==> src/rtl/irq_pkg.sv <==
// Shared types and default sizing for the external interrupt controller.
package irq_pkg;

    localparam int NIRQ_DEF        = 4;
    localparam int SYNC_STAGES_DEF = 2;

    typedef enum logic [1:0] {
        ST_IDLE    = 2'd0,
        ST_REQ     = 2'd1,
        ST_SERVICE = 2'd2
    } state_t;

endpackage

==> src/rtl/irq_sync.sv <==
// One interrupt line: multi-flop synchronizer followed by a rising-edge detector.
module irq_sync
    import irq_pkg::*;
#(
    parameter int STAGES = SYNC_STAGES_DEF
) (
    input  logic clk,
    input  logic reset,
    input  logic din,
    output logic rise
);

    logic [STAGES-1:0] sync_q;
    logic              prev_q;
    logic [STAGES:0]   warm_q;

    // NOTE: sequential state uses non-blocking assignments so every flop samples pre-edge values.
    always_ff @(posedge clk) begin
        if (reset) begin
            sync_q <= '0;
            prev_q <= 1'b0;
            warm_q <= '0;
        end else begin
            sync_q <= {sync_q[STAGES-2:0], din};
            prev_q <= sync_q[STAGES-1];
            warm_q <= {warm_q[STAGES-1:0], 1'b1};
        end
    end

    // The first post-reset sample only primes prev, so a line held high through reset stays quiet.
    assign rise = sync_q[STAGES-1] & ~prev_q & warm_q[STAGES];

endmodule

==> src/rtl/irq_ctrl.sv <==
// Edge-triggered interrupt controller: pending/mask registers, fixed priority
// (line 0 highest) and a non-nesting request/service handshake.
module irq_ctrl
    import irq_pkg::*;
#(
    parameter int NIRQ        = NIRQ_DEF,
    parameter int SYNC_STAGES = SYNC_STAGES_DEF
) (
    input  logic                    clk,
    input  logic                    reset,
    input  logic [NIRQ-1:0]         irq_in,
    input  logic                    mask_we,
    input  logic [NIRQ-1:0]         mask_wdata,
    input  logic                    ExtIAck,
    input  logic                    ERet,
    output logic                    ExtIRQ,
    output logic [$clog2(NIRQ)-1:0] irq_id,
    output logic [NIRQ-1:0]         irq_mask,
    output logic                    irq_lost
);

    localparam int IDW = $clog2(NIRQ);

    state_t          state_q;
    logic [NIRQ-1:0] rise;
    logic [NIRQ-1:0] pending_q;
    logic [NIRQ-1:0] active;
    logic [NIRQ-1:0] clr;
    logic [IDW-1:0]  pick;

    for (genvar i = 0; i < NIRQ; i++) begin : g_sync
        irq_sync #(.STAGES(SYNC_STAGES)) u_sync (
            .clk   (clk),
            .reset (reset),
            .din   (irq_in[i]),
            .rise  (rise[i])
        );
    end

    assign active = pending_q & ~irq_mask;

    // NOTE: every variable written in always_comb gets a default first, so no latch is inferred.
    always_comb begin
        pick = '0;
        for (int i = NIRQ - 1; i >= 0; i--) begin
            if (active[i]) pick = IDW'(i);
        end
    end

    always_comb begin
        clr = '0;
        if (state_q == ST_REQ && ExtIAck) clr[irq_id] = 1'b1;
    end

    always_ff @(posedge clk) begin
        if (reset) begin
            state_q   <= ST_IDLE;
            ExtIRQ    <= 1'b0;
            irq_id    <= '0;
            pending_q <= '0;
            irq_mask  <= '1;
            irq_lost  <= 1'b0;
        end else begin
            // A new edge beats a same-cycle acknowledge clear of that line.
            pending_q <= (pending_q & ~clr) | rise;
            if (|(rise & pending_q & ~clr)) irq_lost <= 1'b1;
            if (mask_we) irq_mask <= mask_wdata;

            case (state_q)
                ST_IDLE: begin
                    if (|active) begin
                        state_q <= ST_REQ;
                        ExtIRQ  <= 1'b1;
                        irq_id  <= pick;
                    end
                end
                ST_REQ: begin
                    if (ExtIAck) begin
                        state_q <= ST_SERVICE;
                        ExtIRQ  <= 1'b0;
                    end
                end
                ST_SERVICE: begin
                    if (ERet) state_q <= ST_IDLE;
                end
                default: begin
                    state_q <= ST_IDLE;
                    ExtIRQ  <= 1'b0;
                end
            endcase
        end
    end

endmodule

==> config.mk <==
export PLATFORM = sky130hd
export DESIGN_NAME = irq_ctrl
export DESIGN_NICKNAME = d
export VERILOG_FILES = /design/src/rtl/irq_pkg.sv /design/src/rtl/irq_sync.sv /design/src/rtl/irq_ctrl.sv
export SDC_FILE = /design/constraint.sdc
export NUM_CORES = 1
export LEC_CHECK = 0
export BUFFER_PORTS_ARGS = -buffer_cell sky130_fd_sc_hd__buf_2
export CAP_MARGIN = 20
export CELL_PAD_IN_SITES_DETAIL_PLACEMENT = 0
export CELL_PAD_IN_SITES_GLOBAL_PLACEMENT = 2
export CORE_MARGIN = 1.5
export CORE_UTILIZATION = 29
export DETAILED_ROUTE_END_ITERATION = 6
export PLACE_DENSITY = 0.7
export SYNTH_ARGS = -nofsm -noshare
export SYNTH_HDL_FRONTEND = slang
export SYNTH_SLANG_ARGS = --single-unit
export TNS_END_PERCENT = 5
==> constraint.sdc <==
create_clock -name clk -period 1.2 [get_ports clk]
set_input_delay 0.18 -clock clk [delete_from_list [all_inputs] [get_ports clk]]
set_output_delay 0.18 -clock clk [all_outputs]
set_load 0.02 [all_outputs]
# Yosys cells after proc, flatten, opt, wreduce, memory -nomap -nowiden
# Index checks and enable logic that the tools add are counted.
# totals
input_bits,13
regBits,38
# classes
order_cmp,2
mux,18
bitwise_logic,20
reduce_logical,8
eq_ne,5
# ops
op,count
$and 4x4->4,4
$mux 2,7
$and 1x1->1,8
$not 4->4,2
$reduce_or 4->1,2
$mux 1,7
$ne 2x2->1 const B,3
$pmux 2 s3,1
$reduce_and 3->1,2
$not 1->1,5
$mux 4,1
$or 4x4->4,1
$lt 2x3->1 const B,1
$pmux 1 s3,1
$demux 1 s2,1
$eq 2x1->1 const B,1
$eq 2x2->1 const B,1
$ge 2x1->1 const B,1
$logic_and 1x1->1,2
$logic_not 2->1,1
$reduce_and 2->1,1

# Longest topological paths before layout
# Gate-level depths: netlist of run 1.
# depth
ltp_word,8
ltp_mapped,5
depth_no_buf,4

# Hierarchy
# Synthesis of run 1 repeated with hierarchy kept, for this count alone.
# unflattened
hier_cells,121
hier_area_um2,1243.7
# by_module_without_submodules
mod,seq_area_each_um2,cells_per_inst,n_inst,area_per_inst_um2
irq_sync,120.1,13,4,163.9
irq_ctrl,280.3,69,1,588.1

# Worst setup path after synthesis of run 1
# No wires, ideal clock.
# synth_timing
path_kind,register -> register
from,register irq_id[1]
to,register irq_lost
stages_incl_launch_ff,5
setup_ns,0.133
period_less_slack_ns,1.147
arrival_time_ns,1.015
path_slack_ns,0.053
cell_sequence,dfxtp_1 > nor3b_1 > a31oi_1 > o21ai_0 > a31oi_1
# synth_between
elab_chain_len,8
word_cells_on_any_way,9
cone_classes,order compare (2); mux (3); bitwise (2); reduce/logical (2)
# synth_lines
element,line,text
start: declaration,irq_ctrl.sv:17,"output logic [$clog2(NIRQ)-1:0] irq_id,"
start signal: assignment,irq_ctrl.sv:74,irq_id <= pick;
$lt 2x3->1 (not written as such) or $ge 2x1->1 (tied branches),irq_ctrl.sv:52,if (state_q == ST_REQ && ExtIAck) clr[irq_id] = 1'b1;
$logic_and 1x1->1 (not written as such),irq_ctrl.sv:52,
$mux 1 (not written as such),irq_ctrl.sv:52,
$demux 1 s2 (*),irq_ctrl.sv:52,
$mux 4 (*),irq_ctrl.sv:52,
$not 4->4 (*),irq_ctrl.sv:66,if (|(rise & pending_q & ~clr)) irq_lost <= 1'b1;
$and 4x4->4 (*),irq_ctrl.sv:66,
$reduce_or 4->1 (*),irq_ctrl.sv:66,
end signal: assignment,irq_ctrl.sv:62,irq_lost <= 1'b0;
end signal: assignment,irq_ctrl.sv:66,
end: declaration,irq_ctrl.sv:19,output logic irq_lost
# Mark *: on every way between the ends. The rest lies on a longest branch, timed or not.
# A chain may end at the register's enable or synchronous reset.

# Worst setup path in the final report of run 1
# layout_timing
from,register irq_id[0]
to,output port irq_id[0]
# No word-level cell between the ends.

==> flow_summary_export.csv, run 1 <==
group,metric,value,unit
power_and_ir_drop,cellLeakagePower,0.000561,µW
clocking,clk_pin_slew,0.09,ns
clocking,cts_num_sinks,29,
synth,synth_seq_cells,29,
layout,antenna_cells,0,
power_and_ir_drop,power_frac_comb,0.068,
floorplanning,ios,21,
run,maxCapViolations,0,
worst_hold_path,hold_path.class,"in -> reg",
worst_hold_path,min_path_cells,2,
sta,slew_violations,0,
placed_design,place_hpwl,1520,µm
detailed_routing,dr.pass1.iters,2,
detailed_routing,vias_per_cell,4.43,
worst_setup_path,path_class,"reg -> out",
floorplanning,die_h,63.3,µm
sta,clock_skew,0.00711,ns
clocking,h-tree-depth,2,
worst_setup_path,r2r_slack,0.06,ns
detailed_routing,avgRoutedWirePerCell,10.6,µm
worst_setup_path,crit_buf_inv,1,
grt,grt_pass1_vias,823,
sta,final-setup-viol-count,0,
placed_design,portBuffers,20,
layout,area_delta_synth_final,28.9,%
synth,syn-cell-area,0.00106,mm²
sta,rsz0062_at_grt,"yes",
power_and_ir_drop,swShare,0.225,
clocking,cts_hold_buf,0,
worst_setup_path,critPathLaunch,"irq_id[0]",
worst_hold_path,hp-start,"irq_in[1]",
floorplanning,die_x,63.3,µm
worst_setup_path,slowest_delay,0.44,ns
grt,grt_usage,0.118,
floorplanning,initial_core_util,0.309,
sta,timing.final.crit_share,0.958,
worst_setup_path,cp-end-kind,"primary output",
layout,final_nets,157,
detailed_routing,drc,0,
layout,n_fill_cell,361,
sta,fmax,870,MHz
floorplanning,core_area,0.00342,mm²
grt,grt_pass1_wl,3520,µm
worst_setup_path,cpMaxStageDelayCell,"dfxtp_1",
synth,synth-xor-area-share,0,
clocking,cts_buffers,5,
detailed_routing,drtAntennaViolNets,0,
placed_design,routabilityCongestion,0.780,
sta,hold_ws,0.0722,ns
worst_setup_path,crit_cells,1,
synth,muxShareOfSynthArea,0.0379,
synth,synth_top_area_cell,"dfxtp_1",
power_and_ir_drop,pwr-share-clk,0.343,
worst_setup_path,ff2ff_path_depth,3,
synth,ys_seq_area_frac,0.550,
worst_setup_path,cp-start-kind,"register",
worst_setup_path,cp.required,1.02,ns
synth,yosys.area_share.simple,0.252,
synth,syn_avg_cell_area,9.69,µm²
clocking,clockBufferDepth,2,
synth,ys.flop_type,"dfxtp_1",
synth,yosys.area.top_type_share,0.550,
synth,syn_nets,122,
floorplanning,rows,21,
synth,synth_edf_count,0,
detailed_routing,initialDrtViolationCount,32,
worst_hold_path,whs_endpoint,"g_sync[1].u_sync.sync_q[0]",
synth,yosys.area_share.adder,0,
sta,fin_crit,1.15,ns
worst_setup_path,r2r_start,"state_q[1]",
layout,fin_area,0.00136,mm²
synth,synth_top_family_by_area,"simple AND/OR/NAND/NOR gates",
grt,antenna_found_initial,0,
worst_setup_path,path_delay_family,"flip-flops",
sta,tightest_slew,0.344,ns
grt,grt_overflow,0,
detailed_routing,vias,842,
synth,synth-compound-area-share,0.127,
synth,synth_area_leaders,"dfxtp_1 55%, nor2b_1 10%, mux2i_1 3.8%",
synth,synthArstFlopShare,0,
worst_setup_path,crit_arrival,0.97,ns
sta,max_slew_margin,0.765,
layout,drive_gt1_frac,0.326,
clocking,ctsRootBufferMaster,"clkbuf_4",
worst_setup_path,cp_max_fo,6,
synth,synth_cell_types,26,
grt,grt_max_degree,16,
power_and_ir_drop,p_sw,386,µW
synth,syn_inst,109,
power_and_ir_drop,internal_power,1330,µW
placed_design,placed_cell_area,0.00129,mm²
power_and_ir_drop,peakVddDrop,0.000579,V
clocking,cts_tree,"yes",
layout,multi_input_area,448,µm²
detailed_routing,finalWirelength,2020,µm
layout,regArea,589,µm²
power_and_ir_drop,pwr_density_cell,1260,mW/mm²
outcome,outcome,"complete, no violations",
power_and_ir_drop,p_seq_frac,0.589,
worst_setup_path,crit_chain,"buf_2",
synth,yosys_warnings,0,
clocking,clk_latency,0.32,ns
floorplanning,dieArea,0.00401,mm²
worst_setup_path,r2r-end,"ExtIRQ",
sta,finalHoldViolCount,0,
-- cells in the final DEF (no fill, tap or decap), types with 2 or more instances in the layout --
cell / netlist / final
a32oi_1: 2 / 2
dfxtp_2: 0 / 4
clkbuf_4: 0 / 5
mux2i_1: 4 / 4
nor2_1: 6 / 5
o21ai_0: 2 / 2
inv_1: 5 / 5
nor2b_1: 17 / 17
nand3_1: 2 / 2
buf_4: 0 / 13
dfxtp_1: 29 / 24
a31oi_1: 3 / 3
nand2_1: 8 / 8
nand2b_1: 4 / 4
a21oi_1: 7 / 7
nand3b_1: 4 / 4
nand4_1: 2 / 2
buf_2: 1 / 19
-- cell families after synthesis --
logic type,Yosys count
AND/OR/NAND/NOR,47
flip-flops,29
AO/OA/AOI/OAI,20
buffers and inverters,9
multiplexers,4
-- power by group through the flow --
stage                     Sequential (µW)  Combinational [µW]  Clock [µW]
after floorplan                      1040                54.6           0
after global placement               1030                 117           0
after CTS                            1010                 117         616
final                                1010                 116         588
after global routing                 1010                 129         669
after detailed placement             1030                 117           0
-- sequential cells by signal, summed over array words and instances (netlist names) --
signal / cells
g_sync.u_sync.prev_q: 4
pending_q: 4
irq_id: 2
g_sync.u_sync.sync_q: 8
g_sync.u_sync.warm_q: 3
state_q: 2
irq_mask: 4
irq_lost: 1
ExtIRQ: 1
-- per-layer routing --
layer	GRT usage	part of all wire	wire length, µm	vias to the layer above
met4	0.0734	0.027	55	0
met1	0.132	0.49	982	371
met2	0.183	0.44	884	17
met3	0.0500	0.049	98	4
met5	0	0	0	-
li1	-	-	-	450
-- worst max-delay path by stage --
stage	end	slack (ns)
6_report	irq_id[0]	0.05
5_1_grt	irq_id[0]	-0.03
4_1_cts	irq_id[0]	0.01
3_5_place_dp	irq_lost	0.04
3_3_place_gp	irq_lost	0.05
2_1_floorplan	irq_lost	0.05
-- final cells by class --
type	count	share of cell area
Tap cell	46	0.0423
Clock buffer	7	0.0404
Sequential cell	29	0.433
Inverter	5	0.0138
Multi-Input combinational cell	71	0.329
Timing Repair Buffer	32	0.142
-- repair_timing --
action / in CTS / in global routing
cloned: 0 / 0
resized for setup: 1 / 8
setup endpoints to repair: 1 / 6
endpoints found under the hold margin: 0 / 0
buffers inserted: 0 / 0
-- through the flow --
stage / utilization / instances / power (µW) / setup slack, ns / TNS (ns)
CTS: 0.393 / 190 / 1740 / 0.0104 / 0
floorplan: - / 109 / 1100 / 0.0526 / 0
detailed placement: 0.377 / 183 / 1150 / 0.0364 / 0
finish: 0.399 / 190 / 1710 / 0.0505 / 0
global route: 0.399 / 190 / 1810 / -0.0298 / -0.0340
global placement: 0.377 / 183 / 1150 / 0.0530 / 0
-- Yosys cell counts, types with 2 or more instances --
cell      number
nor2_1         6
nand2_1        8
a31oi_1        3
nand3_1        2
o21ai_0        2
nor2b_1       17
clkbuf_1       2
mux2i_1        4
nand4_1        2
a32oi_1        2
inv_1          5
nand3b_1       4
nand2b_1       4
nor3b_1        2
dfxtp_1       29
a21oi_1        7
No activity file was read; power rests on OpenSTA's default activity.
==> inputs of run 2 (changes only) <==
==> constraint.sdc (replaced) <==
create_clock -name clk -period 1.2 [get_ports clk]
set_input_delay 0.18 -clock clk [delete_from_list [all_inputs] [get_ports clk]]
set_output_delay 0.18 -clock clk [all_outputs]
set_load 0.05 [all_outputs]
==> run 2 against run 1 <==
Net effect:
- hold slack lost 0.0020 ns
- worst setup slack lost 0.021 ns
- register-to-register slack lost 0.03 ns
- fmax shrank 1.8%
- clock power shrank 1%
- critical path type is now reg -> reg
==> flow_summary_export.csv, run 2 (synthesized netlist as in run 1, its figures left out) <==
group,metric,value,unit
floorplanning,die_x,63.3,µm
worst_setup_path,cp_max_fo,4,
power_and_ir_drop,cellLeakagePower,0.000555,µW
clocking,clk_pin_slew,0.09,ns
worst_setup_path,r2r-end,"ExtIRQ",
worst_setup_path,path_class,"reg -> reg",
layout,n_fill_cell,377,
floorplanning,dieArea,0.00401,mm²
worst_setup_path,r2r_start,"state_q[1]",
detailed_routing,drtAntennaViolNets,0,
worst_setup_path,cp-end-kind,"register",
worst_setup_path,cp-start-kind,"register",
grt,antenna_found_initial,0,
placed_design,routabilityCongestion,0.714,
layout,largest-register,"g_sync.u_sync.sync_q",
layout,final_util,0.399,
detailed_routing,finalWirelength,2060,µm
sta,fin_ws,0.0300,ns
layout,final_nets,155,
sta,finalHoldViolCount,0,
layout,drive_gt1_frac,0.345,
clocking,clockBufferDepth,2,
power_and_ir_drop,pwr_density_cell,1270,mW/mm²
clocking,clk_latency,0.32,ns
sta,clock_skew,0.00741,ns
detailed_routing,drc,0,
outcome,outcome,"complete, no violations",
detailed_routing,initialDrtViolationCount,39,
worst_setup_path,ff2ff_path_depth,3,
layout,mostFrequentLayoutCells,"22 x dfxtp_1, 18 x buf_2, 16 x nor2b_1",
worst_setup_path,endpoint,"ExtIRQ",
detailed_routing,dr.pass1.iters,4,
detailed_routing,vias,848,
sta,slew_violations,0,
placed_design,portBuffers,20,
worst_setup_path,critPathLaunch,"state_q[1]",
worst_hold_path,hold_path.class,"in -> reg",
grt,grt_max_degree,13,
worst_setup_path,crit_arrival,1.43,ns
sta,tightest_slew,0.294,ns
sta,fin_crit,1.17,ns
detailed_routing,vias_per_cell,4.51,
clocking,cts_num_sinks,29,
detailed_routing,avgRoutedWirePerCell,10.9,µm
sta,max_slew_margin,0.804,
worst_setup_path,cp.required,1.46,ns
grt,grt_overflow,0,
floorplanning,rows,21,
layout,area_delta_synth_final,29.0,%
run,maxCapViolations,0,
placed_design,place_hpwl,1570,µm
placed_design,post-place-ws,0.0392,ns
clocking,cts_setup_buffers,0,
grt,grt_pass1_wl,3680,µm
clocking,cts_tree,"yes",
worst_setup_path,r2r_slack,0.03,ns
sta,hold_ws,0.0701,ns
clocking,cts_hold_buf,0,
clocking,h-tree-depth,2,
clocking,cts_buffers,5,
layout,layout_commonest_cell,"dfxtp_1",
layout,largest_reg_flops,8,
floorplanning,die_h,63.3,µm
grt,grt_pass1_vias,833,
floorplanning,initial_core_util,0.309,
grt,grt_usage,0.123,
clocking,ctsRootBufferMaster,"clkbuf_4",
sta,final-setup-viol-count,0,
power_and_ir_drop,peakVddDrop,0.000543,V
sta,fmax,855,MHz
sta,rsz0062_at_grt,"yes",
floorplanning,core_area,0.00342,mm²
layout,antenna_cells,0,
sta,timing.final.crit_share,0.975,
floorplanning,ios,21,
[run 2: changes by cell type in the layout (fill, tap and decap cells not counted), sizes merged]
cell,before,now
buf,32,30
[run 2: power by group]
part / switching (µW) / total [µW] / internal (µW)
Combinational: 77.9 / 136 / 58.6
Sequential: 16.8 / 1010 / 994
Clock: 306 / 582 / 276
Total: 400 / 1730 / 1330
[run 2: worst min path at each step]
stage / depth (start not counted) / end / start
floorplan: 1 / g_sync[0].u_sync.sync_q[0] / reset
global placement: 2 / g_sync[1].u_sync.sync_q[0] / irq_in[1]
detailed placement: 2 / g_sync[2].u_sync.sync_q[0] / irq_in[2]
CTS: 2 / g_sync[2].u_sync.sync_q[0] / irq_in[2]
global route: 2 / g_sync[0].u_sync.sync_q[0] / irq_in[0]
finish: 2 / g_sync[2].u_sync.sync_q[0] / irq_in[2]
[run 2: routing by layer]
layer	part of all wire	GRT usage
met1	0.47	0.145
met2	0.45	0.184
met3	0.062	0.0571
met4	0.017	0.0652
met5	0	0
[run 2: final cells by class]
cell class                      count  area, µm²  share of cell area
Multi-Input combinational cell     71        455               0.334
Inverter                            5       18.8              0.0138
Sequential cell                    29        592               0.434
Tap cell                           46       57.6              0.0422
Clock buffer                        7       55.1              0.0404
Timing Repair Buffer               30        184               0.135
[run 2: timing repair]
item,4_1_cts,5_1_grt
setup endpoints to repair,2,7
pin swaps,0,2
gates resized for setup,3,10
[run 2: worst max-delay path, cell delays in order, from the launching register on]
cell	delay (ns)
dfxtp_2	0.35
buf_4	0.15
or3b_2	0.48
a21oi_2	0.14
[run 2: through the flow]
step / area, µm² / power, µW / setup TNS (ns) / instances
2_1_floorplan: 1060 / 1120 / -0.285 / 109
4_1_cts: 1340 / 1770 / 0 / 188
6_report: 1360 / 1730 / 0 / 188
3_5_place_dp: 1280 / 1170 / 0 / 181
5_1_grt: 1360 / 1850 / -0.0691 / 188
3_3_place_gp: 1280 / 1170 / 0 / 181
